`src/rtl/naneye_frame_ctrl.sv`:
```
// Line/frame sequencer between the NanEye pixel deserializer and the output
// register stage. It counts pixels per line and lines per frame, checks them
// against the configured geometry, and produces registered pixel data with a
// load strobe, H/V sync windows, a frame counter and sticky error flags.
// A malformed frame is dropped, and the block resynchronises on the next
// FRAME_SYNC.

module naneye_frame_ctrl #(
    parameter int D_WIDTH = 10,
    parameter int COLS    = 250,
    parameter int ROWS    = 250,
    parameter int COL_W   = 8,
    parameter int ROW_W   = 8
) (
    input  logic               CLOCK,
    input  logic               RESET,
    input  logic               ENABLE,
    input  logic [D_WIDTH-1:0] PAR_IN,
    input  logic               PAR_EN,
    input  logic               LINE_END,
    input  logic               FRAME_SYNC,
    input  logic               ERR_CLR,
    output logic [D_WIDTH-1:0] PAR_OUT,
    output logic               PIX_LOAD,
    output logic               H_SYNC,
    output logic               V_SYNC,
    output logic               FRAME_DONE,
    output logic [15:0]        FRAME_CNT,
    output logic               LINE_ERR,
    output logic               FRAME_ERR
);

    localparam logic [COL_W-1:0] COLS_C = COL_W'(COLS);
    localparam logic [ROW_W-1:0] ROWS_C = ROW_W'(ROWS);

    typedef enum logic [1:0] {
        IDLE    = 2'd0,
        WAIT_FS = 2'd1,
        ACTIVE  = 2'd2
    } state_t;

    state_t               state_q, state_d;
    logic [COL_W-1:0]     pix_cnt_q, pix_cnt_d;
    logic [ROW_W-1:0]     row_cnt_q, row_cnt_d;
    logic                 ovf_q, ovf_d;
    logic [D_WIDTH-1:0]   par_out_q, par_out_d;
    logic                 pix_load_q, pix_load_d;
    logic                 h_sync_q, h_sync_d;
    logic                 v_sync_q, v_sync_d;
    logic                 frame_done_q, frame_done_d;
    logic [15:0]          frame_cnt_q, frame_cnt_d;
    logic                 line_err_q, line_err_d;
    logic                 frame_err_q, frame_err_d;

    // Line-evaluation helpers: the pixel count and overflow flag as they stand
    // after the current cycle's pixel, so a pixel coincident with LINE_END is
    // counted before the line is judged.
    logic [COL_W-1:0]     pix_next;
    logic                 ovf_next;
    logic [ROW_W-1:0]     row_inc;
    logic                 line_err_set;
    logic                 frame_err_set;

    // Next-state and registered-output logic for the sequencer.
    always_comb begin
        state_d       = state_q;
        pix_cnt_d     = pix_cnt_q;
        row_cnt_d     = row_cnt_q;
        ovf_d         = ovf_q;
        par_out_d     = par_out_q;
        pix_load_d    = 1'b0;
        h_sync_d      = h_sync_q;
        v_sync_d      = v_sync_q;
        frame_done_d  = 1'b0;
        frame_cnt_d   = frame_cnt_q;
        pix_next      = pix_cnt_q;
        ovf_next      = ovf_q;
        row_inc       = row_cnt_q + ROW_W'(1);
        line_err_set  = 1'b0;
        frame_err_set = 1'b0;

        if (!ENABLE) begin
            state_d   = IDLE;
            pix_cnt_d = '0;
            row_cnt_d = '0;
            ovf_d     = 1'b0;
            h_sync_d  = 1'b0;
            v_sync_d  = 1'b0;
        end else begin
            case (state_q)
                IDLE: begin
                    state_d   = WAIT_FS;
                    pix_cnt_d = '0;
                    row_cnt_d = '0;
                    ovf_d     = 1'b0;
                    h_sync_d  = 1'b0;
                    v_sync_d  = 1'b0;
                end

                WAIT_FS: begin
                    if (FRAME_SYNC) begin
                        state_d   = ACTIVE;
                        pix_cnt_d = '0;
                        row_cnt_d = '0;
                        ovf_d     = 1'b0;
                        h_sync_d  = 1'b0;
                        v_sync_d  = 1'b1;
                    end
                end

                ACTIVE: begin
                    if (FRAME_SYNC) begin
                        // A sync after any progress means the previous frame was cut short.
                        if ((row_cnt_q != '0) || (pix_cnt_q != '0)) begin
                            frame_err_set = 1'b1;
                        end
                        pix_cnt_d = '0;
                        row_cnt_d = '0;
                        ovf_d     = 1'b0;
                        h_sync_d  = 1'b0;
                        v_sync_d  = 1'b1;
                    end else begin
                        if (PAR_EN) begin
                            if (pix_cnt_q < COLS_C) begin
                                par_out_d  = PAR_IN;
                                pix_load_d = 1'b1;
                                pix_next   = pix_cnt_q + COL_W'(1);
                                if (pix_cnt_q == '0) begin
                                    h_sync_d = 1'b1;
                                end
                            end else begin
                                ovf_next = 1'b1;
                            end
                        end
                        pix_cnt_d = pix_next;
                        ovf_d     = ovf_next;

                        if (LINE_END) begin
                            h_sync_d  = 1'b0;
                            pix_cnt_d = '0;
                            ovf_d     = 1'b0;
                            if ((pix_next != COLS_C) || ovf_next) begin
                                line_err_set = 1'b1;
                                v_sync_d     = 1'b0;
                                row_cnt_d    = '0;
                                state_d      = WAIT_FS;
                            end else if (row_inc == ROWS_C) begin
                                frame_done_d = 1'b1;
                                frame_cnt_d  = frame_cnt_q + 16'd1;
                                v_sync_d     = 1'b0;
                                row_cnt_d    = '0;
                                state_d      = WAIT_FS;
                            end else begin
                                row_cnt_d = row_inc;
                            end
                        end
                    end
                end

                default: begin
                    state_d = IDLE;
                end
            endcase
        end

        // Sticky flags: a clear request loses to an error raised in the same cycle.
        line_err_d  = (line_err_q  & ~ERR_CLR) | line_err_set;
        frame_err_d = (frame_err_q & ~ERR_CLR) | frame_err_set;
    end

    // State and output registers, all cleared asynchronously by RESET.
    always_ff @(posedge CLOCK or posedge RESET) begin
        if (RESET) begin
            state_q      <= IDLE;
            pix_cnt_q    <= '0;
            row_cnt_q    <= '0;
            ovf_q        <= 1'b0;
            par_out_q    <= '0;
            pix_load_q   <= 1'b0;
            h_sync_q     <= 1'b0;
            v_sync_q     <= 1'b0;
            frame_done_q <= 1'b0;
            frame_cnt_q  <= '0;
            line_err_q   <= 1'b0;
            frame_err_q  <= 1'b0;
        end else begin
            state_q      <= state_d;
            pix_cnt_q    <= pix_cnt_d;
            row_cnt_q    <= row_cnt_d;
            ovf_q        <= ovf_d;
            par_out_q    <= par_out_d;
            pix_load_q   <= pix_load_d;
            h_sync_q     <= h_sync_d;
            v_sync_q     <= v_sync_d;
            frame_done_q <= frame_done_d;
            frame_cnt_q  <= frame_cnt_d;
            line_err_q   <= line_err_d;
            frame_err_q  <= frame_err_d;
        end
    end

    assign PAR_OUT    = par_out_q;
    assign PIX_LOAD   = pix_load_q;
    assign H_SYNC     = h_sync_q;
    assign V_SYNC     = v_sync_q;
    assign FRAME_DONE = frame_done_q;
    assign FRAME_CNT  = frame_cnt_q;
    assign LINE_ERR   = line_err_q;
    assign FRAME_ERR  = frame_err_q;

endmodule

```
`config.mk`:
```
export PLATFORM = sky130hd
export DESIGN_NAME = naneye_frame_ctrl
export DESIGN_NICKNAME = d
export VERILOG_FILES = /design/src/rtl/naneye_frame_ctrl.sv
export SDC_FILE = /design/constraint.sdc
export NUM_CORES = 1
export LEC_CHECK = 0
export ABC_CLOCK_PERIOD_IN_PS = 2300
export CAP_MARGIN = 20
export CORE_MARGIN = 2
export CORE_UTILIZATION = 48
export CTS_CLUSTER_DIAMETER = 50
export CTS_CLUSTER_SIZE = 25
export DETAILED_ROUTE_END_ITERATION = 10
export GPL_TIMING_DRIVEN = 0
export PLACE_DENSITY_LB_ADDON = 0.25
export SLEW_MARGIN = 25
export SYNTH_ARGS = -nofsm -noshare
export SYNTH_HDL_FRONTEND = slang
export SYNTH_SLANG_ARGS = --single-unit
```
`constraint.sdc`:
```
create_clock -name CLOCK -period 2.3 [get_ports CLOCK]
set_clock_uncertainty 0.15 [all_clocks]
set_input_delay 0.345 -clock CLOCK [delete_from_list [all_inputs] [get_ports CLOCK]]
set_output_delay 0.345 -clock CLOCK [all_outputs]
set_load 0.01 [all_outputs]
```
==> results.sh, run 1 <==
export IMPL_status="finished with violations"
export IMPL_violations="negative setup slack"
export IMPL_slowest_stage="or4_4"
export IMPL_netlist_area_leader_share_pct=45.3
export IMPL_cts_tree="yes"
export IMPL_cts_buffer_depth=2
export IMPL_hold_violations=0
export IMPL_synth_area_leader_cell="dfrtp_1"
export IMPL_fp_row_count=27
export IMPL_maxCapViolCount=0
export IMPL_worstMarginPinSlew_ps=613
export IMPL_io_pins=49
export IMPL_max_freq_mhz=361
export IMPL_finalPower_uw=2470
export IMPL_rsz0062_at_grt="yes"
export IMPL_vias_per_cell=5.73
export IMPL_cp_cell_sequence="ha_4, nand4_1, buf_4, xnor2_2, nand3b_1, or4_4, nor3b_4, buf_6, buf_6, nand4_1, xnor2_1"
export IMPL_netlist_instances=298
export IMPL_insertion_delay_ps=300
export IMPL_finalNetCount=410
export IMPL_cp_end_kind="flop"
export IMPL_cp_top_family="simple AND/OR/NAND/NOR gates"
export IMPL_synth_ff_type="dfrtp_1"
export IMPL_max_stage_delay_ps=540
export IMPL_hp_class="flop to flop"
export IMPL_cts_root_buffer="clkbuf_8"
export IMPL_final_max_slew_violation_count=0
export IMPL_dieHeight_um=80.6
export IMPL_start_util_pct=50.5
export IMPL_dp_slack_ps=-855
export IMPL_clkTransAtPathRegs_ps=90
export IMPL_grt_pass1_wl_mm=10.9
export IMPL_die_area_sq_um=6500
export IMPL_async_reset_ff_share_pct=100
export IMPL_netlist_area_sq_um=2820
export IMPL_portBuffers=47
export IMPL_synth_edf_count=0
export IMPL_crit_fanout=5
export IMPL_ant_nets=0
export IMPL_min_period_over_period_pct=120
export IMPL_num_vias=2607
export IMPL_drive_gt1_share_pct=24.8
export IMPL_numCtsBuffers=5
export IMPL_crit_path_start_kind="flop"
export IMPL_setup_ws_ps=-467
export IMPL_p_per_area_nw_per_um2=629
export IMPL_htree_levels=2
export IMPL_hpwl_mm=4.43
export IMPL_areaGrowthSynthToFinish_pct=39.2
export IMPL_cp_arrival_ps=2840
export IMPL_wl_per_cell_um=15.7
export IMPL_period_needed_ps=2770
export IMPL_ir_drop_v=0.000498
export IMPL_die_w_um=80.6
export IMPL_grt_pass1_vias=2420
export IMPL_ys_types=50
export IMPL_grtUsageTotal_pct=21.3
export IMPL_final_cell_mix="dfrtp_1, clkdlybuf4s50_1, nand2_1"
export IMPL_overflow=0
export IMPL_postLayoutCoreUtil_pct=70.4
export IMPL_firstDrtPassIters=5
export IMPL_synth_area_leaders="dfrtp_1, ha_1, mux2_2, nand2_1, nand3_1"
export IMPL_path_buf_inv=3
export IMPL_cts_hold_buf=0
export IMPL_finish_instance_area_sq_um=3920
export IMPL_crit_type="flop to flop"
export IMPL_slew_headroom_pct=59.1
export IMPL_totalWireLength_mm=7.15
export IMPL_grt_start_max_net_pins=52
export IMPL_yosys_warnings=0
export IMPL_required_ps=2370
export IMPL_syn_num_nets=325
export IMPL_drt_initial_drc_count=161
export IMPL_finalSetupViolCount=29
export IMPL_drc=0
export IMPL_postPlaceCellArea_sq_um=3410
export IMPL_core_area_sq_um=5570
export IMPL_ys_ff_latch=51
export IMPL_cts_sinks=51
export IMPL_antenna_cells=0
export IMPL_antenna_found_initial=0
export IMPL_leakagePower_uw=0.00170
export IMPL_gp_congestion=0.903
export IMPL_yosysSeqAreaShare_pct=45.3
export IMPL_syn_area_per_cell_sq_um=9.46
export IMPL_fill_cells=415
final cells by class:
type	instances	area (sq um)	share of cell area [%]
Tap cell	72	90.1	2.30
Sequential cell	51	1280	32.7
Timing Repair Buffer	82	756	19.3
Clock buffer	5	68.8	1.75
Multi-Input combinational cell	221	1580	40.2
Buffer	7	53.8	1.37
Clock inverter	2	37.5	0.957
Inverter	15	58.8	1.50
per-layer routing:
metal	part of all wire, %	vias to the layer above	wire length (um)	global-route usage (%)
met3	4.3	16	310	3.60
met2	51	80	3650	36.3
met4	1.8	0	131	7.63
met1	43	1281	3060	27.2
li1	-	1230	-	-
met5	0	-	0	0
cell usage after synthesis (all sizes together) (4+ instances only):
cell and instances:
clkbuf 7, dfrtp 51, nand3 23, nor3 12, and3 5, o21ai 14
a31oi 5, xor2 5, nand2 32, mux2 11, inv 15, nand4 15
xnor2 12, buf 4, nor2 28, ha 10, a21oi 11
flip-flops by register name, summed over array words and instances (netlist names):
signal      flops
FRAME_CNT      16
row_cnt_q       8
PAR_OUT        10
FRAME_DONE      1
pix_cnt_q       8
PIX_LOAD        1
FRAME_ERR       1
state_q         2
H_SYNC          1
V_SYNC          1
LINE_ERR        1
ovf_q           1
cell families after synthesis:
| group | Yosys count | synth area share, % |
|---|---|---|
| AO/OA/AOI/OAI | 49 | 11.1 |
| XOR/XNOR | 17 | 5.28 |
| adder cells (fa/ha/maj) | 10 | 4.44 |
| buffers and inverters | 26 | 4.17 |
| flip-flops | 51 | 45.3 |
| multiplexers | 13 | 5.11 |
| AND/OR/NAND/NOR | 132 | 24.6 |
stage by stage:
stage / TNS [ps] / hold slack (ps) / std cells
finish: -9750 / 314 / 455
CTS: -8390 / 309 / 439
global placement: -45200 / 305 / 417
floorplan: -1770 / 294 / 298
global route: -12610 / 329 / 455
detailed placement: -23360 / 308 / 417
what timing repair did:
item                                    4_1_cts  5_1_grt
pin swaps                                    17       24
gates cloned                                  1        0
setup buffers                                15       20
resized for setup                            10       31
endpoints found under the setup margin       42       44
worst reg2reg max path, delay by kind of cell (launching register included):
kind                       cells  cell delay [ps]
xor gates and xnor gates       2              350
adders and majority gates      1              170
buffers and inverters          3              410
DFF                            1              460
and+or+nand+nor                5             1140
power by group:
group / switching, uW / internal, uW
logic: 401 / 373
clock network: 300 / 318
registers: 62.1 / 1010
final timing paths:
kind / from / endpoint / slack, ps / cells after the start
max: pix_cnt_q[1] / FRAME_CNT[12] / -470 / 11
min: FRAME_CNT[15] / FRAME_CNT[15] / 310 / 1
max reg2reg: pix_cnt_q[1] / FRAME_CNT[12] / -470 / 11
min reg2reg: FRAME_CNT[15] / FRAME_CNT[15] / 310 / 1
max in group asynchronous: RESET / pix_cnt_q[1] / 1220 / 2
min in group asynchronous: RESET / FRAME_CNT[3] / 340 / 2
Note: power is estimated with default switching activity, not from simulation.
==> run 2, diff against run 1 <==
--- a/config.mk
+++ b/config.mk
@@ -5,16 +5,18 @@
 export SDC_FILE = /design/constraint.sdc
 export NUM_CORES = 1
 export LEC_CHECK = 0
-export ABC_CLOCK_PERIOD_IN_PS = 2300
+export ABC_CLOCK_PERIOD_IN_PS = 3400
 export CAP_MARGIN = 20
 export CORE_MARGIN = 2
-export CORE_UTILIZATION = 48
+export CORE_UTILIZATION = 57
 export CTS_CLUSTER_DIAMETER = 50
 export CTS_CLUSTER_SIZE = 25
 export DETAILED_ROUTE_END_ITERATION = 10
 export GPL_TIMING_DRIVEN = 0
 export PLACE_DENSITY_LB_ADDON = 0.25
+export REMOVE_ABC_BUFFERS = 1
 export SLEW_MARGIN = 25
 export SYNTH_ARGS = -nofsm -noshare
 export SYNTH_HDL_FRONTEND = slang
 export SYNTH_SLANG_ARGS = --single-unit
+export TNS_END_PERCENT = 5
==> constraint.sdc (replaced) <==
create_clock -name CLOCK -period 3.4 [get_ports CLOCK]
set_clock_uncertainty 0.15 [all_clocks]
set_input_delay 0.51 -clock CLOCK [delete_from_list [all_inputs] [get_ports CLOCK]]
set_output_delay 0.51 -clock CLOCK [all_outputs]
set_load 0.01 [all_outputs]
==> run 2 against run 1 <==
The flow now finishes without violations. Sequential cell count stayed put. Critical path depth shrank 3. Largest power group unchanged. Largest cell class unchanged. First-iteration DRC count up 8.7%. Sequential share of layout area is 4.2 points higher. Fmax decreased by 8.7%. Sequential power fell by 32%. Total power down 32%. Combinational power decreased by 36%. Critical endpoint is now FRAME_CNT[14]. Register-to-register slack better by 840 ps. Cell count is 9.7% lower.
==> results.sh, run 2 (synthesis gave the netlist of run 1 again) <==
export IMPL_leakagePower_uw=0.00150
export IMPL_io_pins=49
export IMPL_whs_ps=341
export IMPL_drt_initial_drc_count=175
export IMPL_min_period_over_period_pct=89.1
export IMPL_start_util_pct=59.3
export IMPL_insertion_delay_ps=320
export IMPL_final_cell_mix="dfrtp_1, clkdlybuf4s50_1, nand2_1"
export IMPL_startpoint="pix_cnt_q[1]"
export IMPL_gp_congestion=0.861
export IMPL_portBuffers=48
export IMPL_grt_pass1_vias=2246
export IMPL_fill_cells=378
export IMPL_finalNetCount=370
export IMPL_die_w_um=74.3
export IMPL_fp_row_count=25
export IMPL_totalWireLength_mm=6.08
export IMPL_largest_reg_flops=16
export IMPL_cp_end_kind="flop"
export IMPL_required_ps=3450
export IMPL_hpwl_mm=4.25
export IMPL_crit_fanout=12
export IMPL_die_area_sq_um=5520
export IMPL_rsz0062_at_grt="no"
export IMPL_final_max_slew_violation_count=0
export IMPL_antenna_cells=0
export IMPL_timing_rr_start="pix_cnt_q[1]"
export IMPL_slew_headroom_pct=51.9
export IMPL_core_area_sq_um=4750
export IMPL_ant_nets=0
export IMPL_cts_buffer_depth=2
export IMPL_clkTransAtPathRegs_ps=100
export IMPL_areaGrowthSynthToFinish_pct=22.6
export IMPL_hold_violations=0
export IMPL_multi_input_area_sq_um=1420
export IMPL_vias_per_cell=5.87
export IMPL_period_needed_ps=3030
export IMPL_num_vias=2412
export IMPL_max_freq_mhz=330
export IMPL_finalSetupViolCount=0
export IMPL_cp_arrival_ps=3080
export IMPL_drive_gt1_share_pct=8.14
export IMPL_htree_levels=2
export IMPL_dieHeight_um=74.3
export IMPL_cts_hold_buf=0
export IMPL_hp_class="flop to flop"
export IMPL_status="complete, no violations"
export IMPL_finalPower_uw=1680
export IMPL_p_per_area_nw_per_um2=486
export IMPL_ir_drop_v=0.000421
export IMPL_cts_sinks=51
export IMPL_drc=0
export IMPL_register_area_sq_um=1280
export IMPL_crit_type="flop to flop"
export IMPL_reg2reg_to="FRAME_CNT[14]"
export IMPL_crit_path_start_kind="flop"
export IMPL_endpoint="FRAME_CNT[14]"
export IMPL_wl_per_cell_um=14.8
export IMPL_cts_tree="yes"
export IMPL_final_common_cell="dfrtp_1"
export IMPL_antenna_found_initial=0
export IMPL_firstDrtPassIters=4
export IMPL_rrSetupSlack_ps=370
export IMPL_overflow=0
export IMPL_grt_start_max_net_pins=52
export IMPL_worstMarginPinSlew_ps=717
export IMPL_cts_root_buffer="clkbuf_8"
export IMPL_maxCapViolCount=0
export IMPL_numCtsBuffers=5
export IMPL_grt_pass1_wl_mm=10.2
export IMPL_reg2reg_depth=8
export IMPL_grtUsageTotal_pct=24.1
[run 2: changes by cell type in the layout (fill, tap and decap cells not counted), moves of 5 or more]
cell and change:
buf_6 -6, dfrtp_2 -5, buf_4 -30, dfrtp_1 +5
[run 2: repair_timing]
item | in CTS | in global routing
buffers inserted | 0 | 1
gates resized for setup | 0 | 1
setup endpoints to repair | 0 | 13
[run 2: area by class of cell]
class	instances	share of cell area (%)
clock buffer	6	2.39
clock inverter	2	1.12
inverter	15	1.70
multi-input combinational	221	41.2
sequential	51	36.9
tap	67	2.43
timing repair buffer	49	14.2
[run 2: worst max-delay path, cell delays in order, from the launching register on]
cell and delay [ps]:
dfrtp_1 470, ha_1 240, nand4_1 210, xnor2_1 240, nand3b_1 130, or4_4 560, nor3b_4 500, nand4_1 220
xnor2_1 170
[run 2: metal layers]
metal / track usage [%] / share of wire (%) / vias up
met5: 0 / 0 / -
met3: 5.83 / 5.9 / 7
met4: 8.93 / 1.2 / 0
li1: - / - / 1157
met2: 38.6 / 47 / 82
met1: 32.0 / 46 / 1166
[run 2: per-stage QoR]
| step | utilization, % | instances | setup TNS [ps] | setup WS [ps] | instance area (sq um) |
|---|---|---|---|---|---|
| floorplan | - | 287 | 0 | 794 | 2760 |
| global placement | 69.8 | 402 | -2380 | -185 | 3320 |
| detailed placement | 69.9 | 402 | -2240 | -179 | 3320 |
| CTS | 72.4 | 410 | 0 | 132 | 3440 |
| global route | 72.7 | 411 | 0 | 195 | 3450 |
| finish | 72.7 | 411 | 0 | 371 | 3450 |
[run 2: report_power, final]
part	total, uW	switching, uW	internal (uW)
Sequential	729	43.6	685
Clock	458	216	242
Combinational	493	250	243
Total	1680	510	1170
[run 2: worst min-delay path by stage]
stage	from	end	cells past startpoint
floorplan	ovf_q	ovf_q	2
global placement	FRAME_CNT[15]	FRAME_CNT[15]	1
finish	FRAME_CNT[15]	FRAME_CNT[15]	1
global route	FRAME_CNT[15]	FRAME_CNT[15]	1
CTS	FRAME_CNT[15]	FRAME_CNT[15]	1
detailed placement	FRAME_CNT[15]	FRAME_CNT[15]	1
